**src/rtl/mem_arbiter.sv**
```systemverilog
// mem_arbiter: shares one single-port data RAM between the CPU load/store path
// and a DMA engine. One requester is granted per access, the RAM bus is held
// for WAIT_CYCLES+1 cycles, read data is captured into the owner's register and
// a one-cycle acknowledge is returned.
// Optional feature: define ARB_ROUND_ROBIN_EN for round-robin arbitration on
// simultaneous requests; otherwise the CPU always wins.
module mem_arbiter #(
  parameter int unsigned WAIT_CYCLES = 0,
  parameter int unsigned CNT_W       = 4
) (
  input  logic        clk,
  input  logic        rst,
  input  logic        cpuCe,
  input  logic        cpuWe,
  input  logic [31:0] cpuAddr,
  input  logic [31:0] cpuWtData,
  output logic [31:0] cpuRdData,
  output logic        cpuAck,
  input  logic        dmaCe,
  input  logic        dmaWe,
  input  logic [31:0] dmaAddr,
  input  logic [31:0] dmaWtData,
  output logic [31:0] dmaRdData,
  output logic        dmaAck,
  output logic        ramCe,
  output logic        ramWe,
  output logic [31:0] ramAddr,
  output logic [31:0] ramWtData,
  input  logic [31:0] ramRdData,
  output logic        busy
);

  localparam logic [1:0] IDLE = 2'd0;
  localparam logic [1:0] BUSY = 2'd1;
  localparam logic [1:0] RESP = 2'd2;

  localparam logic [CNT_W-1:0] CNT_LOAD = CNT_W'(WAIT_CYCLES);
  localparam logic [CNT_W-1:0] CNT_ONE  = CNT_W'(1);

  logic [1:0]       state;
  logic [CNT_W-1:0] cnt;
  logic             owner;     // 1 = DMA owns the current access
  logic             grantDma;  // IDLE-cycle arbitration result
  logic             anyReq;

`ifdef ARB_ROUND_ROBIN_EN
  logic             lastDma;   // 1 = DMA was the last port served

  // Round-robin: on contention, grant the port not served last
  always_comb begin
    anyReq   = cpuCe | dmaCe;
    grantDma = dmaCe & (~cpuCe | ~lastDma);
  end

  // Last-served pointer, updated once the access has been acknowledged
  always_ff @(posedge clk or posedge rst) begin
    if (rst) begin
      lastDma <= 1'b1;
    end else if (state == RESP) begin
      lastDma <= owner;
    end
  end
`else
  // Fixed priority: DMA only wins when the CPU is not requesting
  always_comb begin
    anyReq   = cpuCe | dmaCe;
    grantDma = dmaCe & ~cpuCe;
  end
`endif

  // Busy flag decoded straight from the state so reset clears it immediately
  always_comb begin
    busy = (state != IDLE);
  end

  // Access sequencer: grant, hold RAM bus, capture read data, acknowledge
  always_ff @(posedge clk or posedge rst) begin
    if (rst) begin
      state     <= IDLE;
      cnt       <= '0;
      owner     <= 1'b0;
      ramCe     <= 1'b0;
      ramWe     <= 1'b0;
      ramAddr   <= '0;
      ramWtData <= '0;
      cpuRdData <= '0;
      dmaRdData <= '0;
      cpuAck    <= 1'b0;
      dmaAck    <= 1'b0;
    end else begin
      case (state)
        IDLE: begin
          if (anyReq) begin
            owner     <= grantDma;
            ramCe     <= 1'b1;
            ramWe     <= grantDma ? dmaWe     : cpuWe;
            ramAddr   <= grantDma ? dmaAddr   : cpuAddr;
            ramWtData <= grantDma ? dmaWtData : cpuWtData;
            cnt       <= CNT_LOAD;
            state     <= BUSY;
          end
        end
        BUSY: begin
          if (cnt != '0) begin
            cnt <= cnt - CNT_ONE;
          end else begin
            if (!ramWe) begin
              if (owner) dmaRdData <= ramRdData;
              else       cpuRdData <= ramRdData;
            end
            ramCe     <= 1'b0;
            ramWe     <= 1'b0;
            ramAddr   <= '0;
            ramWtData <= '0;
            cpuAck    <= ~owner;
            dmaAck    <= owner;
            state     <= RESP;
          end
        end
        RESP: begin
          cpuAck <= 1'b0;
          dmaAck <= 1'b0;
          state  <= IDLE;
        end
        default: begin
          cpuAck <= 1'b0;
          dmaAck <= 1'b0;
          state  <= IDLE;
        end
      endcase
    end
  end

endmodule

```
**config.mk**
```make
export PLATFORM = sky130hd
export DESIGN_NAME = mem_arbiter
export DESIGN_NICKNAME = d
export VERILOG_FILES = /design/src/rtl/mem_arbiter.sv
export SDC_FILE = /design/constraint.sdc
export NUM_CORES = 1
export LEC_CHECK = 0
export BUFFER_PORTS_ARGS = -buffer_cell sky130_fd_sc_hd__buf_4
export CAP_MARGIN = 20
export CORE_ASPECT_RATIO = 0.8
export CORE_MARGIN = 2
export CORE_UTILIZATION = 30
export DETAILED_ROUTE_END_ITERATION = 16
export HOLD_SLACK_MARGIN = 0.15
export MAX_ROUTING_LAYER = met4
export PLACE_DENSITY = 0.58
export RECOVER_POWER = 100
export SYNTH_ARGS = -nofsm -noshare
export SYNTH_HDL_FRONTEND = slang
export SYNTH_SLANG_ARGS = --single-unit
```
**constraint.sdc**
```tcl
create_clock -name clk -period 4.3 [get_ports clk]
set_input_delay 0.215 -clock clk [delete_from_list [all_inputs] [get_ports clk]]
set_output_delay 0.215 -clock clk [all_outputs]
set_load 0.05 [all_outputs]
```
# After elaboration in Yosys (flattened, before gate mapping)
# Index checks and enable logic that the tools add are counted.
[word_totals] regBits=139 inputBits=166 out_inout_bits=133 word_cells=57
[classes] n_addsub=1 eq_ne=4 muxes=23 bitwise_logic=7 reduce_logical=11
[ops] cell="32-bit 2-to-1 mux" count=5
[ops] cell="32-bit case mux with 2 select lines" count=2
[ops] cell="4-bit 2-to-1 mux" count=2
[ops] cell="1-bit case mux with 2 select lines" count=4
[ops] cell="4-bit case mux with 2 select lines" count=1
[ops] cell="4-bit AND reduction" count=2
[ops] cell="1-bit 2-to-1 mux" count=6
[ops] cell="2-bit inequality test, second input constant" count=3
[ops] cell="2-bit AND reduction" count=3
[ops] cell="3-bit AND reduction" count=2
[ops] cell="1-bit NOT" count=5
[ops] cell="2-bit 2-to-1 mux" count=2
[ops] cell="2-bit case mux with 2 select lines" count=1
[ops] cell="2-bit nonzero test" count=2
[ops] cell="4-bit nonzero test" count=1
[ops] cell="4-bit by 1-bit subtractor with 4-bit output, second input constant" count=1
[ops] cell="2-bit by 1-bit == test with 1-bit output, second input constant" count=1
[ops] cell="2-bit logical NOT" count=1
[ops] cell="1-bit AND" count=1
[ops] cell="1-bit OR" count=1

# Longest topological paths before layout
# Gate-level depths: netlist of run 1.
[logic_depth] depth_word=5 depth_mapped=7 depth_no_buf=5

# Least setup slack after synthesis of run 1
# Ideal clock, no wire load.
[synth_timing] path_type="register to register" start="register cnt[0]" end="register dmaRdData[0]" setup_ns=0.125 arrival_time_ns=2.024 t_required_ns=4.175 setup_slack_ns=2.151 path_stages_with_launch=8 path_buffers=2 synth_period_minus_slack_ns=2.149 cell_sequence="dfrtp_1 inv_1 ha_1 or3b_4 or4_4 buf_6 buf_12 mux2_4"
[synth_between] elab_chain_cells=3
[synth_rtl] element="from (decl)" line="41" rtl="logic [CNT_W-1:0] cnt;"
[synth_rtl] element="from (signal assigned)" line="105" rtl="cnt <= cnt - CNT_ONE;"
[synth_rtl] element="4-bit nonzero test" line="104" rtl="if (cnt != '0) begin"
[synth_rtl] element="1-bit NOT (no line)"
[synth_rtl] element="4-bit AND reduction (no line)"
[synth_rtl] element="to (signal assigned)" line="108" rtl="if (owner) dmaRdData <= ramRdData;"
[synth_rtl] element="to (decl)" line="23" rtl="output logic [31:0] dmaRdData,"
# No other way between the ends.
# A chain may end at the register's enable or synchronous reset.

# Final worst setup path of run 1
[layout_timing] start="input port dmaCe" end="register ramAddr[15]"
[layout_between] elab_chain_cells=4 elab_cells_between_ends=7 cone_classes="eq/ne: 1; mux: 3; bitwise: 2; reduce/logical: 1"
[layout_rtl] element="from (decl)" line="19" rtl="input logic dmaCe,"
[layout_rtl] element="1-bit AND" line="67" rtl="grantDma = dmaCe & ~cpuCe;"
[layout_rtl] element="32-bit 2-to-1 mux" line="97" rtl="ramAddr <= grantDma ? dmaAddr : cpuAddr;"
[layout_rtl] element="32-bit 2-to-1 mux" line="93" rtl="if (anyReq) begin"
[layout_rtl] element="32-bit case mux with 2 select lines" line="91" rtl="case (state)"
[layout_rtl] element="to (signal assigned)" line="97"
[layout_rtl] element="to (decl)" line="27" rtl="output logic [31:0] ramAddr,"
# Several ways; a longest one is shown, not always the timed one. The select of a mux whose other input is x is not followed.

==> impl_metrics.yaml, run 1 <==
run_status:
  outcome: "finished with violations"
  failed_checks: "max-capacitance violations, max-slew violations"
routing:
  vias_per_cell: 4.80
  drtIter0Drc: 235
  firstDrtPassIters: 4
  avgRoutedWirePerCell_um: 17.4
  via_count: 5461
  drtAntennaViolNets: 0
  route.detailed.drc: 0
  wl_um: 19800
cells_and_area:
  drive_above_1_share: 0.237
  syn2layout_area_growth_pct: 64.4
  mostFrequentLayoutCells: "dlygate4sd3_1, buf_4, dfrtp_1"
  fillers: 1856
  nNetsFinal: 1029
  final_util: 0.501
  n_antenna_cell: 0
  finalNonFillerCells: 1138
global_route:
  antenna_found_initial: 0
  overflow: 0
  grt_pass1_wl_um: 30300
  grt.total_usage: 0.190
  first_global_vias: 5854
  grt_max_degree: 111
synthesis:
  ys_seq_elements: 139
  yosys_warnings: 0
  syn_inst: 414
  syn-num-nets: 582
  ys_seq_area_frac: 0.578
  yosysUniqueCellTypes: 32
  synth_area_per_cell_um2: 14.5
  synth.cell_area_um2: 6020
sta:
  post-route-period-util: 0.695
  rsz0062_at_grt: "false"
  finalSetupTns_ps: 0
  setup_violations: 0
  tightest_slew_ps: 1600
  hold_viol_final: 0
  fmax_mhz: 334
  max-slew-margin-rel: -0.0659
  timing.hold.ws_ps: 172
  drv_slew: 97
  fin_worst_skew_ps: 10.9
  min_period_ps: 2990
cts:
  h-tree-depth: 4
  cts-resized-gates: 0
  clk_pin_slew_worst_paths_ps: 70
  cts.sinks: 139
  insertion_delay_ps: 420
  cts_buffers: 17
  cts.path.max_buffers: 2
  cts_tree: "built"
  root_buffer: "clkbuf_16"
power:
  p_int_mw: 3.84
  seqPwrFrac: 0.288
  leakage_nw: 4.21
  fin_total_pwr_mw: 8.04
  p_sw_frac: 0.522
  pwr-share-clk: 0.184
  p_sw_mw: 4.20
  vdd_drop_max_mv: 0.435
  power_frac_comb: 0.527
  p_per_area_nw_per_um2: 813
floorplanning:
  num_rows: 46
  dieArea_um2: 21200
  ioPinCount: 299
  die-width_um: 162
  initial_core_util: 0.305
  die_h_um: 131
  core_area_um2: 19700
worst_setup_path:
  ff2ff_path_depth: 5
  cp-end-kind: "register"
  max_stage_delay_ps: 920
  crit_required_ps: 4610
  path_cells: "dlygate4sd3_1, clkbuf_1, nor2b_4, clkbuf_2, a22oi_1, dlygate4sd3_1, o2bb2ai_1"
  criticalPathCategory: "in -> reg"
  crit_path_max_fanout: 54
  worst_path_max_delay_cell: "clkbuf_2"
  path_common_cell: "dlygate4sd3_1"
  crit_arrival_ps: 3300
  startpoint_type: "input port"
worst_hold_path:
  worstHoldPathCells: 3
  hold_path_class: "in -> reg"
placed_design:
  dp_cells: 942
  port_buffers: 298
  dp_hpwl_um: 12200
  gp_congestion: 0.832
job:
  cap_violations: 3
## through the flow
step	instance area, um2	setup slack (ps)
global placement	8390	1970
CTS	10600	1900
detailed placement	8390	1910
global route	9890	1100
finish	9890	1310
floorplan	6020	360
## critical path, delay by kind of cell
kind,cells,cell delay (ps)
simple gates,1,390
buf+inv,4,2300
compound gates,2,360
## layer usage
metal,up-vias,global-route usage,wire [um]
li1,2501,-,-
met1,2699,0.228,8550
met2,240,0.311,9530
met3,21,0.0489,1410
met4,0,0.0672,295
met5,-,-,0
## path summary, 6_finish.rpt
kind | from | to | slack [ps]
hold / removal | cpuWtData[3] | ramWtData[3] | 170
setup / recovery | dmaCe | ramAddr[15] | 1310
hold reg to reg | ramAddr[16] | ramAddr[16] | 490
max in group asynchronous | rst | ramAddr[4] | 1630
min in group asynchronous | rst | ramAddr[30] | 350
setup reg to reg | cnt[0] | cpuRdData[17] | 1360
## power by group through the flow
stage	Combinational, mW	Clock (mW)	Sequential [mW]
2_1_floorplan	1.53	0	4.32
3_3_place_gp	4.89	0	2.34
3_5_place_dp	4.96	0	2.34
4_1_cts	5.09	1.52	2.34
5_1_grt	4.48	1.58	2.40
6_report	4.24	1.48	2.32
## state kept, by name, summed over array words and instances (netlist names)
register	flops
ramWe	1
ramAddr	32
owner	1
dmaAck	1
dmaRdData	32
state	2
cpuRdData	32
ramWtData	32
cnt	4
ramCe	1
cpuAck	1
## cells in the mapped netlist
cell type	number	area share
nor3b_1	1	0.0012
nor4bb_1	1	0.0017
dfrtp_1	139	0.58
o31ai_1	1	0.0012
inv_1	5	0.0031
nand3_1	1	0.00083
nor2b_1	3	0.0031
or3b_4	1	0.0019
a2bb2oi_1	1	0.0015
o21ai_0	4	0.0033
o221ai_1	1	0.0015
mux2_4	60	0.15
buf_6	2	0.0037
mux2_2	4	0.0075
or4_1	1	0.0012
buf_12	6	0.020
mux2i_1	2	0.0033
or4_4	2	0.0037
nand2b_1	1	0.0010
ha_1	2	0.0042
nor3_1	1	0.00083
nor4_1	1	0.0010
or3_1	1	0.0010
inv_2	1	0.00062
o22ai_1	1	0.0010
o21a_1	1	0.0012
o2bb2ai_1	65	0.095
a21oi_1	3	0.0025
a311o_1	1	0.0017
nor2_1	6	0.0037
a22oi_1	65	0.081
clkbuf_1	30	0.019
## what timing repair did
action                    CTS  global route
hold endpoints to repair  239             0
hold buffers              163             0
buffers inserted            0             0
## area by class of cell
type	instances	area [um2]	area share
Tap cell	264	330	0.0334
Clock buffer	18	439	0.0444
Multi-Input combinational cell	231	2050	0.207
Timing Repair Buffer	466	3410	0.345
Sequential cell	139	3480	0.352
Clock inverter	14	155	0.0157
Inverter	6	23.8	0.00240
## cell families after synthesis
family / Yosys count / synth area share
buf+inv: 44 / 0.0462
mux: 66 / 0.161
compound gates: 143 / 0.190
flops: 139 / 0.578
simple gates: 20 / 0.0214
fa+ha+maj: 2 / 0.00416
Note: power is estimated with default switching activity, not from simulation.
==> run 2: changes to the inputs <==
==> constraint.sdc (replaced) <==
create_clock -name clk -period 3 [get_ports clk]
set_input_delay 0.15 -clock clk [delete_from_list [all_inputs] [get_ports clk]]
set_output_delay 0.15 -clock clk [all_outputs]
set_load 0.05 [all_outputs]
==> impl_metrics.yaml, run 2 (synthesized netlist as in run 1, its figures left out) <==
sta:
  drv_slew: 41
  fin_worst_skew_ps: 9.90
  finalSetupTns_ps: 0
  timing.hold.ws_ps: 326
  post-route-period-util: 0.879
  fmax_mhz: 379
  tightest_slew_ps: 1820
  min_period_ps: 2640
  setup_violations: 0
  rsz0062_at_grt: "false"
  max-slew-margin-rel: -0.220
  hold_viol_final: 0
  finalWorstSetupSlack_ps: 363
cts:
  cts.path.max_buffers: 2
  insertion_delay_ps: 410
  cts.sinks: 139
  clk_pin_slew_worst_paths_ps: 60
  cts_tree: "built"
  cts_buffers: 17
  root_buffer: "clkbuf_16"
  h-tree-depth: 4
  post_cts_buffers: 0
worst_setup_path:
  criticalPathCategory: "in -> reg"
  max_stage_delay_ps: 690
  ff2ff_path_depth: 5
  path_cells: "dlygate4sd3_1, buf_4, nor2b_4, clkbuf_2, a22oi_1, dlygate4sd3_1, o2bb2ai_1"
  cp-end-kind: "register"
  crit_family: "buffers and inverters"
  worst_path_max_delay_cell: "nor2b_4"
  startpoint_type: "input port"
  crit_arrival_ps: 2960
  crit_path_max_fanout: 34
  crit_required_ps: 3320
  path_common_cell: "dlygate4sd3_1"
  crit_cells: 7
  critPathBufInv: 4
routing:
  drtAntennaViolNets: 0
  vias_per_cell: 4.78
  wl_um: 19300
  avgRoutedWirePerCell_um: 17.0
  drtIter0Drc: 233
  route.detailed.drc: 0
  firstDrtPassIters: 4
  via_count: 5454
run_status:
  failed_checks: "max-capacitance violations, max-slew violations"
  outcome: "finished with violations"
power:
  power_frac_comb: 0.529
  p_sw_frac: 0.525
  seqPwrFrac: 0.289
  p_sw_mw: 6.06
  p_int_mw: 5.47
  p_per_area_nw_per_um2: 1160
  vdd_drop_max_mv: 0.618
  fin_total_pwr_mw: 11.5
  leakage_nw: 4.22
  pwr-share-clk: 0.182
placed_design:
  pre_cts_ws_ps: 617
  gp_congestion: 0.819
  dp_cells: 944
  port_buffers: 298
  dp_hpwl_um: 12100
  dpl_cell_area_um2: 8440
global_route:
  overflow: 0
  first_global_vias: 5623
  grt_max_degree: 71
  grt_pass1_wl_um: 29900
  grt.total_usage: 0.186
  antenna_found_initial: 0
cells_and_area:
  n_antenna_cell: 0
  drive_above_1_share: 0.243
  syn2layout_area_growth_pct: 64.9
  fillers: 1842
  nNetsFinal: 1031
  final_util: 0.503
  final_common_cell: "buf_4"
  mostFrequentLayoutCells: "buf_4, dlygate4sd3_1, dfrtp_1"
  finalNonFillerCells: 1140
  fin_area_um2: 9920
job:
  cap_violations: 1
floorplanning:
  die_h_um: 131
  initial_core_util: 0.305
  die-width_um: 162
  core_area_um2: 19700
  ioPinCount: 299
  num_rows: 46
  dieArea_um2: 21200
worst_hold_path:
  hold_path_class: "in -> reg"
  worstHoldPathCells: 2
==> run 2: cell types whose count changed in the layout (fill, tap and decap cells not counted), sizes merged <==
cell / change
buf: +3
clkinv: -3
clkinvlp: +3
clkbuf: -2
bufinv: -1
dlygate4sd3: +1
inv: +1
==> run 2: worst register-to-register path, cell delays in order (launching register included) <==
cell	delay, ps
dfrtp_1	380
inv_1	110
ha_1	220
or3b_1	430
or4_4	680
mux2_1	450
==> run 2: timing repair <==
action,CTS,global route
setup endpoints to repair,0,0
hold buffers,164,0
hold endpoints to repair,171,0
gates resized for setup,0,0
==> run 2: cell type report <==
cell class / instances / area (um2) / area share
inverters: 6 / 23.8 / 0.00240
flip-flops and latches: 139 / 3480 / 0.351
repair buffers: 468 / 3440 / 0.347
clock inverters: 14 / 154 / 0.0155
well taps: 264 / 330 / 0.0333
multi-input cells: 231 / 2050 / 0.207
clock buffers: 18 / 439 / 0.0443
==> run 2: path summary, 6_finish.rpt <==
| check | end | slack (ps) | from |
|---|---|---|---|
| worst min register to register | ramAddr[21] | 490 | ramAddr[21] |
| worst max register to register | cpuRdData[13] | 600 | cnt[0] |
| min in group asynchronous | ramWtData[8] | 770 | rst |
| worst max-delay path | ramWtData[17] | 360 | dmaCe |
| worst min-delay path | owner | 330 | cpuCe |
| max in group asynchronous | cnt[2] | 660 | rst |
==> run 2: routing by layer <==
layer / wire length, um / global-route usage / vias up
li1: - / - / 2501
met5: 0 / - / -
met4: 221 / 0.0474 / 0
met1: 8520 / 0.234 / 2700
met3: 1290 / 0.0442 / 15
met2: 9310 / 0.305 / 238
==> run 2: power by group through the flow <==
| stage | Sequential [mW] | Combinational [mW] | Clock (mW) |
|---|---|---|---|
| 2_1_floorplan | 6.19 | 2.19 | 0 |
| 3_3_place_gp | 3.36 | 7.05 | 0 |
| 3_5_place_dp | 3.36 | 7.14 | 0 |
| 4_1_cts | 3.36 | 7.34 | 2.16 |
| 5_1_grt | 3.45 | 6.42 | 2.24 |
| 6_report | 3.33 | 6.10 | 2.10 |
==> run 3: changes to the inputs <==
--- a/config.mk
+++ b/config.mk
@@ -5,6 +5,7 @@
 export SDC_FILE = /design/constraint.sdc
 export NUM_CORES = 1
 export LEC_CHECK = 0
+export ABC_AREA = 1
 export BUFFER_PORTS_ARGS = -buffer_cell sky130_fd_sc_hd__buf_4
 export CAP_MARGIN = 20
 export CORE_ASPECT_RATIO = 0.8
@@ -13,7 +14,7 @@
 export DETAILED_ROUTE_END_ITERATION = 16
 export HOLD_SLACK_MARGIN = 0.15
 export MAX_ROUTING_LAYER = met4
-export PLACE_DENSITY = 0.58
+export PLACE_DENSITY_LB_ADDON = 0.25
 export RECOVER_POWER = 100
 export SYNTH_ARGS = -nofsm -noshare
 export SYNTH_HDL_FRONTEND = slang
==> impl_metrics.yaml, run 3 <==
run_status:
  outcome: "finished with violations"
  failed_checks: "max-capacitance violations, max-slew violations"
cells_and_area:
  multiInputGateArea_um2: 2270
  fin_area_um2: 10200
  n_antenna_cell: 0
  fillers: 1980
  syn2layout_area_growth_pct: 66.9
  seqCellArea_um2: 3480
  final_common_cell: "nand2_1"
  mostFrequentLayoutCells: "nand2_1, buf_4, dlygate4sd3_1"
  drive_above_1_share: 0.176
  nNetsFinal: 1363
synthesis:
  synth_flop_cell: "dfrtp_1"
  synth_area_per_cell_um2: 8.12
  ys_seq_elements: 139
  netlist.area_leader.share: 0.571
  yosysUniqueCellTypes: 22
  synth.cell_area_um2: 6090
  synth_top_area_cell: "dfrtp_1"
  yosys_warnings: 0
  ys_top_cells_by_count: "nand2_1, dfrtp_1, nor2_1, o21ai_0, o21ai_1"
  synth-edff-count: 0
  syn_inst: 750
  ys_top_cells_by_area: "dfrtp_1, nand2_1, nor2_1"
  ys_seq_area_frac: 0.571
  async_flop_share: 1.00
  yosysMostFrequentCell: "nand2_1"
  syn-num-nets: 918
power:
  seqPwrFrac: 0.270
  power_frac_comb: 0.542
  p_int_mw: 5.88
  p_sw_frac: 0.524
  fin_total_pwr_mw: 12.4
  vdd_drop_max_mv: 0.595
  leakage_nw: 5.02
  pwr-share-clk: 0.188
  p_per_area_nw_per_um2: 1220
  p_sw_mw: 6.49
worst_setup_path:
  startpoint_type: "register"
  path_cells: "nor2_1, o21ai_0, buf_4, nor2_1, o21ai_0, dlygate4sd3_1, o21ai_0, dlygate4sd3_1"
  path_common_cell: "o21ai_0"
  criticalPathCategory: "reg -> reg"
  crit_required_ps: 3350
  worst_path_max_delay_cell: "dlygate4sd3_1"
  crit_path_max_fanout: 19
  cp-end-kind: "register"
  crit_arrival_ps: 2930
  max_stage_delay_ps: 600
job:
  cap_violations: 1
placed_design:
  gp_congestion: 0.800
  dp_hpwl_um: 13000
  port_buffers: 298
  dpl_cell_area_um2: 8450
floorplanning:
  initial_core_util: 0.307
  die-width_um: 163
  die_h_um: 131
  core_area_um2: 19900
  dieArea_um2: 21500
  ioPinCount: 299
  num_rows: 46
global_route:
  antenna_found_initial: 0
  overflow: 0
  first_global_vias: 6525
  grt_pass1_wl_um: 33300
  grt.total_usage: 0.201
  grt_max_degree: 140
cts:
  insertion_delay_ps: 420
  clk_pin_slew_worst_paths_ps: 60
  root_buffer: "clkbuf_16"
  cts_tree: "built"
  post_cts_buffers: 0
  cts.path.max_buffers: 2
  cts_buffers: 17
  h-tree-depth: 4
  cts.sinks: 139
routing:
  vias_per_cell: 4.37
  drtAntennaViolNets: 0
  route.detailed.drc: 0
  drtIter0Drc: 338
  via_count: 6428
  wl_um: 20800
  firstDrtPassIters: 5
  avgRoutedWirePerCell_um: 14.1
sta:
  rsz0062_at_grt: "false"
  tightest_slew_ps: 1940
  fmax_mhz: 388
  post-route-period-util: 0.860
  max-slew-margin-rel: -0.290
  fin_worst_skew_ps: 8.36
  hold_viol_final: 0
  timing.hold.ws_ps: 138
  min_period_ps: 2580
  drv_slew: 140
  setup_violations: 0
  finalSetupTns_ps: 0
worst_hold_path:
  hold_path_class: "in -> reg"
==> run 3: cell types whose count changed after synthesis, sizes merged, moves of 6 or more <==
cell	delta
a22oi	-65
buf	+22
clkbuf	-21
inv	+6
mux2	-64
nand2	+336
nand3	+6
nor2	+134
o21ai	+69
o2bb2ai	-65
==> run 3: power groups by stage <==
stage	clock [mW]	combinational [mW]	sequential, mW
floorplan	0	1.87	6.39
global placement	0	7.01	3.35
detailed placement	0	7.07	3.36
CTS	2.37	7.55	3.36
global route	2.45	7.22	3.45
finish	2.32	6.71	3.34
==> run 3: logic make-up after synthesis <==
logic type | count (synthesis) | synth area share
AO/OA/AOI/OAI | 73 | 0.0618
XOR/XNOR | 1 | 0.00144
adder cells (fa/ha/maj) | 2 | 0.00411
buffers and inverters | 51 | 0.0507
flip-flops | 139 | 0.571
AND/OR/NAND/NOR | 484 | 0.311
==> run 3: final cells by class <==
class	instances	area share
clock inverters	11	0.0190
well taps	264	0.0325
clock buffers	19	0.0446
multi-input cells	560	0.223
inverters	12	0.00480
repair buffers	465	0.334
flip-flops and latches	139	0.342
==> run 3: timing repair <==
| action | CTS | global route |
|---|---|---|
| resized for setup | 0 | 0 |
| hold buffers | 162 | 0 |
| endpoints found under the hold margin | 268 | 0 |
==> run 3: critical path: cells and delay by family (launching register included) <==
family                 cells  cell delay (ps)
and+or+nand+nor            2              320
AOI/OAI and AO/OA          3              370
DFF                        1              380
buffers and inverters      3             1430
==> run 3: worst paths after layout <==
| check | startpoint | endpoint | slack [ps] | cells after the start |
|---|---|---|---|---|
| setup / recovery | state[0] | ramWe | 420 | 8 |
| hold / removal | cpuWtData[1] | ramWtData[1] | 140 | 5 |
| setup reg to reg | state[0] | ramWe | 420 | 8 |
| hold reg to reg | ramAddr[15] | ramAddr[15] | 470 | 2 |
| max in group asynchronous | rst | ramAddr[5] | 770 | 4 |
| min in group asynchronous | rst | ramWtData[8] | 990 | 4 |
==> run 3: routing by layer <==
layer	routed length (um)	vias up	track usage
met5	0	-	-
met4	504	0	0.0605
met3	1170	34	0.0480
met2	10200	194	0.330
met1	8920	3007	0.245
li1	-	3193	-
==> run 3: through the flow <==
step	worst slack, ps	instances	util
after floorplan	1110	750	-
after global placement	1150	1278	0.426
after detailed placement	1100	1278	0.426
after CTS	451	1470	0.540
after global routing	238	1470	0.512
final	420	1470	0.512
